File: src/rtl/shift_sequencer_pkg.sv
// -----------------------------------------------------------------------------
// shift_seq_pkg
// Shared definitions for the shift_sequencer slice:
//   - operation encodings (op 2'b11 is reserved and executes as logical)
//   - FSM state encoding (also exported on the debug state output)
//   - word widths
//   - bit_rev32 helper, used only when SHIFT_SEQ_LEFT_EN is defined
// -----------------------------------------------------------------------------
package shift_seq_pkg;

    localparam int WORD_W  = 16;
    localparam int DWORD_W = 32;

    localparam logic [1:0] SHIFT_OP_LSR = 2'b00;
    localparam logic [1:0] SHIFT_OP_ASR = 2'b01;
    localparam logic [1:0] SHIFT_OP_ROR = 2'b10;

    typedef enum logic [1:0] {
        IDLE = 2'd0,
        S_A  = 2'd1,
        S_B  = 2'd2,
        DONE = 2'd3
    } state_e;

    // Mirror a 32-bit word. A left shift is done as rev(rev(x) >> n).
    function automatic logic [DWORD_W-1:0] bit_rev32(input logic [DWORD_W-1:0] x);
        logic [DWORD_W-1:0] y;
        for (int i = 0; i < DWORD_W; i++) begin
            y[i] = x[DWORD_W-1-i];
        end
        return y;
    endfunction

endpackage

File: src/rtl/shift_sequencer_if.sv
// -----------------------------------------------------------------------------
// shift_sequencer_if
// Request and result channels of the shift sequencer.
//
// Handshake: both channels use strict valid/ready. A transfer happens on a
// rising clk edge where valid && ready. The producer must hold valid and its
// payload stable until that transfer. The consumer may drive ready
// independently of valid.
//
//   request : in_valid, in_ready, in_op[1:0], in_amt[4:0], in_data[31:0]
//             (+ in_left when SHIFT_SEQ_LEFT_EN is defined)
//   result  : out_valid, out_ready, out_data[31:0]
//
// Modports:
//   master - the issuer (ALU issue logic / testbench)
//   slave  - the sequencer
// -----------------------------------------------------------------------------
interface shift_sequencer_if;

    logic                                in_valid;
    logic                                in_ready;
    logic [1:0]                          in_op;
    logic [4:0]                          in_amt;
    logic [shift_seq_pkg::DWORD_W-1:0]   in_data;
`ifdef SHIFT_SEQ_LEFT_EN
    logic                                in_left;
`endif
    logic                                out_valid;
    logic                                out_ready;
    logic [shift_seq_pkg::DWORD_W-1:0]   out_data;

`ifdef SHIFT_SEQ_LEFT_EN
    modport master (
        output in_valid, in_op, in_amt, in_data, in_left, out_ready,
        input  in_ready, out_valid, out_data
    );
    modport slave (
        input  in_valid, in_op, in_amt, in_data, in_left, out_ready,
        output in_ready, out_valid, out_data
    );
`else
    modport master (
        output in_valid, in_op, in_amt, in_data, out_ready,
        input  in_ready, out_valid, out_data
    );
    modport slave (
        input  in_valid, in_op, in_amt, in_data, out_ready,
        output in_ready, out_valid, out_data
    );
`endif

endinterface

File: src/rtl/shift_sequencer_bit_shifter.sv
// -----------------------------------------------------------------------------
// bit_shifter
// Combinational 16-bit right shifter: dout[i] = din[i+shamt] while
// i+shamt < 16. Beyond that the fill comes from the wrapped input
// (rotate=1), from din[15] (arith=1), or is zero.
//
// Ports:
//   din[15:0]   operand
//   shamt[3:0]  shift distance 0..15
//   rotate      wrap bits shifted out back in at the top
//   arith       sign fill (ignored when rotate=1)
//   dout[15:0]  result
// -----------------------------------------------------------------------------
module bit_shifter
    import shift_seq_pkg::*;
(
    input  logic [WORD_W-1:0] din,
    input  logic [3:0]        shamt,
    input  logic              rotate,
    input  logic              arith,
    output logic [WORD_W-1:0] dout
);

    logic [2*WORD_W-1:0] ext;

    always_comb begin
        ext = '0;
        ext[WORD_W-1:0] = din;
        if (rotate) begin
            ext[2*WORD_W-1:WORD_W] = din;
        end else if (arith) begin
            ext[2*WORD_W-1:WORD_W] = {WORD_W{din[WORD_W-1]}};
        end
        dout = WORD_W'(ext >> shamt);
    end

endmodule

File: src/rtl/shift_sequencer.sv
// -----------------------------------------------------------------------------
// shift_sequencer
// Multi-cycle 32-bit right shifter (logical / arithmetic / rotate) built by
// time-multiplexing one 16-bit bit_shifter, always used in rotate mode.
// The amount splits into a word select (amt[4]) applied at accept and a
// 0..15 funnel step (amt[3:0]) applied to two words on consecutive cycles.
//
// Ports:
//   clk        system clock
//   rst_n      asynchronous active-low reset (aborts any in-flight request)
//   bus        shift_sequencer_if.slave (request and result channels)
//   busy       high whenever the FSM is not IDLE
//   dbg_state  current FSM state
//
// Parameters:
//   ZERO_FAST  1: amt==0 bypasses the shifter and is in DONE after the
//              accept edge. 0: every request runs IDLE->S_A->S_B->DONE.
//
// Optional feature (macro SHIFT_SEQ_LEFT_EN): adds bus.in_left. A left
// request bit-reverses the operand on accept and the result on entry to
// DONE; sign fill is suppressed so arithmetic-left equals logical-left.
// -----------------------------------------------------------------------------
module shift_sequencer
    import shift_seq_pkg::*;
#(
    parameter bit ZERO_FAST = 1'b1
) (
    input  logic                 clk,
    input  logic                 rst_n,
    shift_sequencer_if.slave     bus,
    output logic                 busy,
    output state_e               dbg_state
);

    state_e               state_q, state_d;
    logic [WORD_W-1:0]    a_q, a_d;     // first word through the shifter
    logic [WORD_W-1:0]    b_q, b_d;     // second word through the shifter
    logic [WORD_W-1:0]    c_q, c_d;     // word that feeds the top bits of hi
    logic [WORD_W-1:0]    ra_q, ra_d;   // rotr(A, r) captured in S_A
    logic [3:0]           r_q, r_d;
    logic                 rot_q, rot_d;
    logic                 in_ready_q, in_ready_d;
    logic                 out_valid_q, out_valid_d;
    logic                 busy_q, busy_d;
    logic [DWORD_W-1:0]   out_data_q, out_data_d;
`ifdef SHIFT_SEQ_LEFT_EN
    logic                 left_q, left_d;
`endif

    logic [WORD_W-1:0]    sh_in;
    logic [WORD_W-1:0]    sh_out;

    assign sh_in = (state_q == S_B) ? b_q : a_q;

    bit_shifter u_shifter (
        .din    (sh_in),
        .shamt  (r_q),
        .rotate (1'b1),
        .arith  (1'b0),
        .dout   (sh_out)
    );

    always_comb begin
        logic [DWORD_W-1:0] opnd;
        logic [WORD_W-1:0]  fill;
        logic [WORD_W-1:0]  mask;
        logic [WORD_W-1:0]  rb;
        logic [WORD_W-1:0]  rc;
        logic [DWORD_W-1:0] result;
        logic               left_now;
        logic               is_rot;

        state_d     = state_q;
        a_d         = a_q;
        b_d         = b_q;
        c_d         = c_q;
        ra_d        = ra_q;
        r_d         = r_q;
        rot_d       = rot_q;
        out_data_d  = out_data_q;
`ifdef SHIFT_SEQ_LEFT_EN
        left_d      = left_q;
`endif

        left_now = 1'b0;
        opnd     = bus.in_data;
`ifdef SHIFT_SEQ_LEFT_EN
        left_now = bus.in_left;
        if (left_now) begin
            opnd = bit_rev32(bus.in_data);
        end
`endif
        is_rot = (bus.in_op == SHIFT_OP_ROR);
        // Sign fill only for a right arithmetic shift; reserved op 2'b11 is logical.
        fill   = (bus.in_op == SHIFT_OP_ASR && !left_now) ? {WORD_W{opnd[DWORD_W-1]}} : '0;

        // Top r bits of each result word come from the next-higher word.
        mask   = ~(16'hFFFF >> r_q);
        rb     = sh_out;
        // C is A's word in rotate mode (so rotr(C) == RA); otherwise C is
        // the fill word, which is invariant under rotation.
        rc     = rot_q ? ra_q : c_q;
        result = {(rb & ~mask) | (rc & mask), (ra_q & ~mask) | (rb & mask)};
`ifdef SHIFT_SEQ_LEFT_EN
        if (left_q) begin
            result = bit_rev32(result);
        end
`endif

        case (state_q)
            IDLE: begin
                if (bus.in_valid && in_ready_q) begin
                    r_d   = bus.in_amt[3:0];
                    rot_d = is_rot;
`ifdef SHIFT_SEQ_LEFT_EN
                    left_d = left_now;
`endif
                    case ({is_rot, bus.in_amt[4]})
                        2'b10:   begin a_d = opnd[15:0];  b_d = opnd[31:16]; c_d = opnd[15:0];  end
                        2'b11:   begin a_d = opnd[31:16]; b_d = opnd[15:0];  c_d = opnd[31:16]; end
                        2'b00:   begin a_d = opnd[15:0];  b_d = opnd[31:16]; c_d = fill;        end
                        default: begin a_d = opnd[31:16]; b_d = fill;        c_d = fill;        end
                    endcase
                    if (ZERO_FAST && bus.in_amt == 5'd0) begin
                        // Zero shift is the identity for every op and direction.
                        out_data_d = bus.in_data;
                        state_d    = DONE;
                    end else begin
                        state_d    = S_A;
                    end
                end
            end
            S_A: begin
                ra_d    = sh_out;
                state_d = S_B;
            end
            S_B: begin
                out_data_d = result;
                state_d    = DONE;
            end
            default: begin
                if (bus.out_ready) begin
                    state_d = IDLE;
                end
            end
        endcase

        // Handshake outputs are registered copies derived from the next state.
        in_ready_d  = (state_d == IDLE);
        out_valid_d = (state_d == DONE);
        busy_d      = (state_d != IDLE);
    end

    always_ff @(posedge clk or negedge rst_n) begin
        if (!rst_n) begin
            state_q     <= IDLE;
            a_q         <= '0;
            b_q         <= '0;
            c_q         <= '0;
            ra_q        <= '0;
            r_q         <= '0;
            rot_q       <= 1'b0;
            in_ready_q  <= 1'b1;
            out_valid_q <= 1'b0;
            busy_q      <= 1'b0;
            out_data_q  <= '0;
`ifdef SHIFT_SEQ_LEFT_EN
            left_q      <= 1'b0;
`endif
        end else begin
            state_q     <= state_d;
            a_q         <= a_d;
            b_q         <= b_d;
            c_q         <= c_d;
            ra_q        <= ra_d;
            r_q         <= r_d;
            rot_q       <= rot_d;
            in_ready_q  <= in_ready_d;
            out_valid_q <= out_valid_d;
            busy_q      <= busy_d;
            out_data_q  <= out_data_d;
`ifdef SHIFT_SEQ_LEFT_EN
            left_q      <= left_d;
`endif
        end
    end

    assign bus.in_ready  = in_ready_q;
    assign bus.out_valid = out_valid_q;
    assign bus.out_data  = out_data_q;
    assign busy          = busy_q;
    assign dbg_state     = state_q;

endmodule
File: src/flat_wrapper.sv
// flat-port wrapper written by rule: the top's interface ports become plain ports
module shift_sequencer_flat import shift_seq_pkg::*;
#(
    parameter bit ZERO_FAST = 1'b1
)
  (clk, rst_n, busy, dbg_state, bus_in_valid, bus_in_op, bus_in_amt, bus_in_data, bus_out_ready, bus_in_ready, bus_out_valid, bus_out_data);
  shift_sequencer_if bus_i ();
  input  logic clk;
  input  logic rst_n;
  output logic busy;
  output state_e dbg_state;
  input wire logic [$bits(bus_i.in_valid)-1:0] bus_in_valid;
  input wire logic [$bits(bus_i.in_op)-1:0] bus_in_op;
  input wire logic [$bits(bus_i.in_amt)-1:0] bus_in_amt;
  input wire logic [$bits(bus_i.in_data)-1:0] bus_in_data;
  input wire logic [$bits(bus_i.out_ready)-1:0] bus_out_ready;
  output wire logic [$bits(bus_i.in_ready)-1:0] bus_in_ready;
  output wire logic [$bits(bus_i.out_valid)-1:0] bus_out_valid;
  output wire logic [$bits(bus_i.out_data)-1:0] bus_out_data;
  assign bus_i.in_valid = bus_in_valid;
  assign bus_i.in_op = bus_in_op;
  assign bus_i.in_amt = bus_in_amt;
  assign bus_i.in_data = bus_in_data;
  assign bus_i.out_ready = bus_out_ready;
  assign bus_in_ready = bus_i.in_ready;
  assign bus_out_valid = bus_i.out_valid;
  assign bus_out_data = bus_i.out_data;
  shift_sequencer #(.ZERO_FAST(ZERO_FAST)) u_core (.clk(clk), .rst_n(rst_n), .bus(bus_i), .busy(busy), .dbg_state(dbg_state));
endmodule
File: config.mk
export PLATFORM = sky130hd
export DESIGN_NAME = shift_sequencer_flat
export DESIGN_NICKNAME = d
export VERILOG_FILES = /design/src/rtl/shift_sequencer_pkg.sv /design/src/rtl/shift_sequencer_if.sv /design/src/rtl/shift_sequencer_bit_shifter.sv /design/src/rtl/shift_sequencer.sv /design/src/flat_wrapper.sv
export SDC_FILE = /design/constraint.sdc
export NUM_CORES = 1
export LEC_CHECK = 0
export CAP_MARGIN = 10
export CORE_MARGIN = 5
export CORE_UTILIZATION = 54
export CTS_CLUSTER_DIAMETER = 150
export CTS_CLUSTER_SIZE = 14
export DETAILED_ROUTE_END_ITERATION = 6
export GPL_TIMING_DRIVEN = 0
export PLACE_DENSITY = 0.79
export SLEW_MARGIN = 20
export SYNTH_ARGS = -nofsm -noshare
export SYNTH_HDL_FRONTEND = slang
export SYNTH_SLANG_ARGS = --single-unit
File: constraint.sdc
create_clock -name clk -period 4.4 [get_ports clk]
set_input_delay 1.1 -clock clk [delete_from_list [all_inputs] [get_ports clk]]
set_output_delay 1.1 -clock clk [all_outputs]
set_load 0.01 [all_outputs]
==> results of run 1 <==
[synth_stat cells (all sizes together), types with 2 or more instances]
library cell | n | share of area, %
and2 | 2 | 0.19
a21oi | 68 | 5.1
a211oi | 6 | 0.68
a221o | 2 | 0.30
mux2 | 34 | 5.8
o311ai | 7 | 0.92
a31oi | 5 | 0.47
mux4 | 31 | 11
o22ai | 3 | 0.28
o211ai | 10 | 1.1
or2 | 3 | 0.28
buf | 15 | 1.0
o21ai | 80 | 6.0
o221ai | 15 | 2.0
a21o | 4 | 0.45
nand2b | 14 | 1.3
nor4 | 2 | 0.19
mux2i | 33 | 5.0
or3 | 3 | 0.28
nand3 | 10 | 0.75
inv | 10 | 0.56
o21a | 2 | 0.23
or4 | 2 | 0.28
a221oi | 2 | 0.26
and3 | 5 | 0.47
dfrtp | 104 | 39
ha | 4 | 0.75
clkbuf | 47 | 2.7
nand4 | 3 | 0.28
nor2b | 5 | 0.47
a2bb2oi | 2 | 0.26
nand2 | 136 | 7.8
nor3 | 3 | 0.23
o22a | 2 | 0.26
nor2 | 32 | 1.8
[how the worst min path moves through the flow]
stage | from | to | cells past startpoint
after floorplan | u_core.c_q[10]$_DFFE_PN0P_ | u_core.c_q[10]$_DFFE_PN0P_ | 2
after global placement | u_core.bus.out_data[0]$_DFFE_PN0P_ | u_core.bus.out_data[0]$_DFFE_PN0P_ | 2
after detailed placement | u_core.bus.out_data[0]$_DFFE_PN0P_ | u_core.bus.out_data[0]$_DFFE_PN0P_ | 2
after CTS | u_core.bus.out_data[0]$_DFFE_PN0P_ | u_core.bus.out_data[0]$_DFFE_PN0P_ | 2
after global routing | u_core.bus.out_data[8]$_DFFE_PN0P_ | u_core.bus.out_data[8]$_DFFE_PN0P_ | 2
final | u_core.bus.out_data[0]$_DFFE_PN0P_ | u_core.bus.out_data[0]$_DFFE_PN0P_ | 2
[cells in the final DEF, fill, tap and decap left out, types with 7 or more instances in the layout]
cell,Yosys,routed
buf_2,9,9
mux2_2,34,34
nand2b_1,14,14
nand2_1,135,135
clkbuf_1,47,49
mux4_2,31,31
o221ai_1,15,15
dfrtp_1,104,104
a21oi_1,68,68
o21ai_0,80,80
nor2_1,32,32
clkbuf_16,0,9
nand3_1,10,10
clkdlybuf4s50_1,0,77
inv_1,10,10
o311ai_0,7,7
o211ai_1,10,10
mux2i_1,33,33
[sequential cells by signal, indices dropped and copies added, names as in the netlist, 2 cells and up]
name	cells
u_core.b_q	16
u_core.bus.out_data	32
u_core.a_q	16
u_core.r_q	4
u_core.dbg_state	2
u_core.ra_q	16
u_core.c_q	15
[per-layer routing]
layer | track usage (%) | part of all wire [%]
met5 | 0 | 0
met4 | 13.7 | 4.1
met3 | 9.60 | 12
met2 | 52.8 | 43
met1 | 50.8 | 40
[worst max-delay path: cells and delay by family (launching register included)]
family                     cells  cell delay (ns)
AOI/OAI and AO/OA              4             0.88
adders and majority gates      1             0.19
buffers and inverters          5             1.86
DFF                            1             0.43
[layout make-up]
cell class	count	area [sq um]	share of cell area (%)
tap	168	210	2.64
timing repair buffer	79	810	10.2
sequential	105	2630	33.0
clock buffer	11	233	2.92
clock inverter	5	56.3	0.708
inverter	11	41.3	0.519
multi-input combinational	539	3730	46.9
buffer	62	244	3.07
[cells by family (layout without fill, tap and decap cells)]
group                      Yosys count  in the layout  synth area share (%)
DFF                                105            105                  39.5
buffers and inverters               73            168                  4.29
and+or+nand+nor                    222            222                  14.6
muxes                               98             98                  21.2
adders and majority gates            4              4                 0.753
AOI/OAI and AO/OA                  215            215                  19.6
[where the power goes]
group / total [mW] / switching [mW] / internal, mW / leakage, nW
clock: 0.823 / 0.382 / 0.442 / 0.139
sequential: 1.85 / 0.440 / 1.41 / 1.30
combinational: 3.96 / 2.31 / 1.65 / 1.81
[per-stage QoR]
step	std cells	worst slack, ns	TNS [ns]
after global placement	963	-1.60	-165.51
final	980	0.899	0
after floorplan	717	1.50	0
after detailed placement	964	0.809	0
after CTS	980	1.07	0
after global routing	980	0.870	0
==> summary.md, run 1 <==
| Metric | Value |
|---|---|
| Status | `completed` |
| Initial antenna violation count | `0` |
| Reg2reg path depth | `10` |
| Vias per inst | `6.81` |
| Worst slew margin | `between 30% and 40%` |
| HPWL after detailed placement | `19.3 mm` |
| Total global routing overflow | `0` |
| Starting Density | `55.1%` |
| Via count | `approximately 6,700` |
| CP Capture Type | `register` |
| First DRT Iteration DRCs | `~860` |
| Synth warnings | `0` |
| Leak | `approximately 3.2 nW` |
| Synth Net Count | `764` |
| R2R Path Start | `u_core.dbg_state[0]$_DFF_PN0_` |
| RR Endpoint | `u_core.bus.out_data[9]$_DFFE_PN0P_` |
| Area grow syn2layout | `19.7%` |
| Req. time, crit path | `4.62 ns` |
| Crit Path Class | `register to register` |
| CP Launch Point | `u_core.dbg_state[0]$_DFF_PN0_` |
| Ports | `80` |
| Routability cong. | `1.00` |
| DR WL/cell | `26.2 microns` |
| DRC Markers | `0` |
| Power per standard cell area | `833 nW/um^2` |
| Num rows | `40` |
| Share of cells above drive strength 1 | `11.9%` |
| Slowest-stage cell, CP | `clkbuf_1` |
| Root buf cell | `clkbuf_16` |
| Crit-path cells | `inv_1 > ha_1 > buf_2 > inv_1 > clkbuf_1 > o32a_1 > clkbuf_1 > a21oi_1 > a21oi_1 > o221ai_1` |
| Clk sinks | `105` |
| Core area | `12,100 sq um` |
| Slew Limit Fails | `0` |
| FILL cells | `1,049` |
| Setup crit start kind | `register` |
| Clock Latency Late Sink | `0.36 ns` |
| Clock Tree Buf Depth | `2` |
| WP data arrival | `3.72 ns` |
| First-pass GRT wire length | `39.0 mm` |
| PortBufs | `78` |
| Register area share after synthesis | `between 30% and 40%` |
| Die area | `14,600 sq um` |
| Vias in the first global route | `6,585` |
| Worst-path maximum fanout | `10` |
| Worst Clk Skew | `0.00825 ns` |
| Worst hold margin | `0.483 ns` |
| DRT Pass-1 Iters | `5` |
| Fin crit share | `79.6%` |
| Dominant synthesized flop cell | `dfrtp_1` |
| Synthesized area per cell | `9.27 sq um` |
| Total track usage | `35.9%` |
| Util after Layout | `66.0%` |
| Htree depth | `3` |
| Ys async rst share | `100%` |
| Clk pin slew, worst setup/hold paths | `0.07 ns` |
| CTS tree | `done` |
| Post-Syn Area | `6650 sq um` |
| CP Capture Point | `u_core.bus.out_data[9]$_DFFE_PN0P_` |
| Chip width | `121 microns` |
| Synth Instances | `717` |
| Hold Buf Count CTS | `0` |
| Post-CTS sizing | `0` |
| Die height | `121 microns` |
| Largest net degree at the start of global routing | `between 60 and 70` |
| Max stage delay on crit path | `0.73 ns` |
| Drt total wl | `25.7 mm` |
| Hold crit path type | `register to register` |
| CTS buffer count | `9` |
| Post-DRT Antenna Nets | `0` |
| Flop2flop setup slack | `0.90 ns` |
| Dpl cell area | `7670 sq um` |
| Nets | `854` |
| MaxCap Viol Count | `0` |
| Final hold vios | `0` |
| Setup repair after global routing missed its margin | `false` |
| Post-Layout Inst Area | `about 8000 sq um` |
| Antenna cells | `0` |
| Final setup vio count | `0` |
| EDFF count, synth | `0` |
| Pwr Total | `6.63 mW` |
| Max Freq | `~290 MHz` |
| Final Critical Period | `about 3.5 ns` |
| Yosys cell types | `49` |
| Worst VDD drop | `0.000510 V` |
| Yosys reg bits | `~110` |
| Worst slew pin tran | `0.920 ns` |
| Setup Fix Bufs, Post-CTS | `0` |
No activity file was read; power rests on OpenSTA's default activity.
==> run 2: changes to the inputs <==
- clock period: 4.4 -> 3.3 ns (I/O delays scaled with it)
==> run 2 against run 1 <==
Via count about the same. Design area about the same. Global-route usage about the same. Critical path depth unchanged. Worst setup slack worse by 0.78 ns. Fmax up 10%. Register-to-register slack worse by 0.78 ns. Critical endpoint unchanged. Largest power group unchanged.
==> summary.md, run 2 (synthesis gave the netlist of run 1 again) <==
| Metric | Value |
|---|---|
| Clock Latency Late Sink | `0.36 ns (about the same)` |
| Power per standard cell area | `1110 nW/um^2 (+33%)` |
| Initial antenna violation count | `0 (unchanged)` |
| FILL cells | `1,048 (-0.095%)` |
| DRC Markers | `0 (unchanged)` |
| Clk sinks | `105 (unchanged)` |
| Slew Limit Fails | `0 (unchanged)` |
| Setup crit start kind | `register` |
| HPWL after detailed placement | `19.3 mm (unchanged)` |
| Final setup vio count | `0 (unchanged)` |
| Setup repair after global routing missed its margin | `false` |
| WP data arrival | `3.40 ns (-0.32 ns)` |
| PortBufs | `78 (unchanged)` |
| Commonest non-fill, non-tap cells in the layout | `nand2_1, dfrtp_1, o21ai_0, clkdlybuf4s50_1, a21oi_1` |
| Clock Tree Buf Depth | `2 (unchanged)` |
| Share of cells above drive strength 1 | `12.1% (+0.12 points)` |
| Worst VDD drop | `0.000688 V (+35%)` |
| Vias per inst | `6.82 (about the same)` |
| Htree depth | `3 (unchanged)` |
| Via count | `6,681 (+0.090%)` |
| Post-Layout Inst Area | `7960 sq um (about the same)` |
| Nets | `854 (unchanged)` |
| Vias in the first global route | `6,577 (-0.12%)` |
| CP Capture Type | `register` |
| Leak | `3.25 nW (about the same)` |
| MaxCap Viol Count | `0 (unchanged)` |
| Internal power | `4.67 mW (+33%)` |
| Post-DRT Antenna Nets | `0 (unchanged)` |
| CTS tree | `done` |
| Worst Clk Skew | `0.00739 ns (-0.000867 ns)` |
| DR WL/cell | `26.2 microns (about the same)` |
| Clock power frac | `12.4% (about the same)` |
| Die area | `14,600 sq um (unchanged)` |
| Pwr Total | `8.85 mW (+33%)` |
| Dpl cell area | `7670 sq um (unchanged)` |
| Total track usage | `35.9% (about the same)` |
| Max reg flops | `32 (unchanged)` |
| Worst slew pin tran | `0.891 ns (-0.0292 ns)` |
| Req. time, crit path | `3.52 ns (-1.10 ns)` |
| Post-route insts no fill | `980 (unchanged)` |
| Drt total wl | `25.7 mm (about the same)` |
| Worst-path maximum fanout | `10 (unchanged)` |
| Chip width | `121 microns (unchanged)` |
| Switching share of power | `47.2% (about the same)` |
| Num rows | `40 (unchanged)` |
| Final hold vios | `0 (unchanged)` |
| Final Critical Period | `3.18 ns (-0.322 ns)` |
| Crit Path Class | `register to register` |
| First DRT Iteration DRCs | `922 (+7.7%)` |
| Antenna cells | `0 (unchanged)` |
| Commonest non-fill, non-tap cell in the layout | `nand2_1` |
| Setup Fix Bufs, Post-CTS | `0 (unchanged)` |
| Starting Density | `55.1% (unchanged)` |
| First-pass GRT wire length | `39.0 mm (about the same)` |
| Worst slew margin | `40.6% (+1.9 points)` |
| Max Freq | `315 MHz (+10%)` |
| Reg2reg path depth | `10 (unchanged)` |
| Largest net degree at the start of global routing | `67 (unchanged)` |
| Worst hold margin | `0.355 ns (-0.128 ns)` |
| Switching pwr | `4.18 mW (+34%)` |
| Root buf cell | `clkbuf_16` |
| Status | `completed` |
| Die height | `121 microns (unchanged)` |
| Area grow syn2layout | `19.7% (about the same)` |
| CTS buffer count | `9 (unchanged)` |
| Hold crit path type | `input port to async pin` |
| Total global routing overflow | `0 (unchanged)` |
| Routability cong. | `1.00 (unchanged)` |
| Ports | `80 (unchanged)` |
| Clk pin slew, worst setup/hold paths | `0.07 ns (about the same)` |
| DRT Pass-1 Iters | `7 (+2)` |
| Multi-input logic area | `3730 sq um (unchanged)` |
| Core area | `12,100 sq um (unchanged)` |
| Register area | `2630 sq um (unchanged)` |
| Flop2flop setup slack | `0.12 ns (-0.78 ns)` |
| Hold Buf Count CTS | `0 (unchanged)` |
| Fin crit share | `96.3% (+17 points)` |
| Combinational power share | `59.7% (about the same)` |
| Part of the power in registers | `27.9% (about the same)` |
| Number of placed cells counting well taps | `964 (unchanged)` |
## run 2: power by group through the flow
stage / registers (mW) / clock network, mW / logic (mW)
after floorplan: 2.34 / 0 / 3.24
after global placement: 2.43 / 0 / 5.03
after detailed placement: 2.45 / 0 / 5.12
after CTS: 2.44 / 1.09 / 5.15
after global routing: 2.51 / 1.15 / 5.61
final: 2.47 / 1.10 / 5.28
## run 2: final cells by class
class	count	area share (%)
multi-input combinational	539	46.9
clock buffer	11	2.92
inverter	11	0.519
tap	168	2.64
timing repair buffer	79	10.2
buffer	62	3.08
sequential	105	33.0
clock inverter	5	0.707
## run 2: routing by layer
metal | GRT usage [%] | part of all wire [%] | wire, microns
met1 | 50.7 | 40 | 10300
met3 | 9.74 | 12 | 3100
met4 | 13.5 | 4.1 | 1050
met5 | 0 | 0 | 0
met2 | 52.9 | 44 | 11200
## run 2: critical path: stages (launching register included)
cell and delay, ns:
dfrtp_1 0.43, inv_1 0.09, ha_1 0.19, buf_2 0.20
inv_1 0.28, clkbuf_2 0.44, o32a_1 0.42, clkbuf_1 0.59
a21oi_1 0.10, a21oi_1 0.16, o221ai_1 0.14
## run 2: repair_timing
item,4_1_cts,5_1_grt
gates resized for setup,1,0
endpoints found under the setup margin,1,0
hold endpoints to repair,0,0
## run 2: final timing paths
path                                                    startpoint                                   to
worst min-delay path                                         rst_n            u_core.b_q[1]$_DFFE_PN0P_
worst min register to register  u_core.bus.out_data[0]$_DFFE_PN0P_   u_core.bus.out_data[0]$_DFFE_PN0P_
worst max register to register       u_core.dbg_state[0]$_DFF_PN0_   u_core.bus.out_data[9]$_DFFE_PN0P_
worst max-delay path                 u_core.dbg_state[0]$_DFF_PN0_   u_core.bus.out_data[9]$_DFFE_PN0P_
max in group asynchronous                                    rst_n  u_core.bus.out_data[15]$_DFFE_PN0P_
min in group clk                u_core.bus.out_data[0]$_DFFE_PN0P_   u_core.bus.out_data[0]$_DFFE_PN0P_
## run 2: per-stage QoR
stage	util, %	TNS [ns]	setup slack (ns)
3_3_place_gp	63.3	-252.18	-2.42
4_1_cts	66.0	0	0.175
3_5_place_dp	63.6	-0.0332	-0.0173
6_report	66.0	0	0.121
5_1_grt	66.0	0	0.0197
2_1_floorplan	-	0	0.677
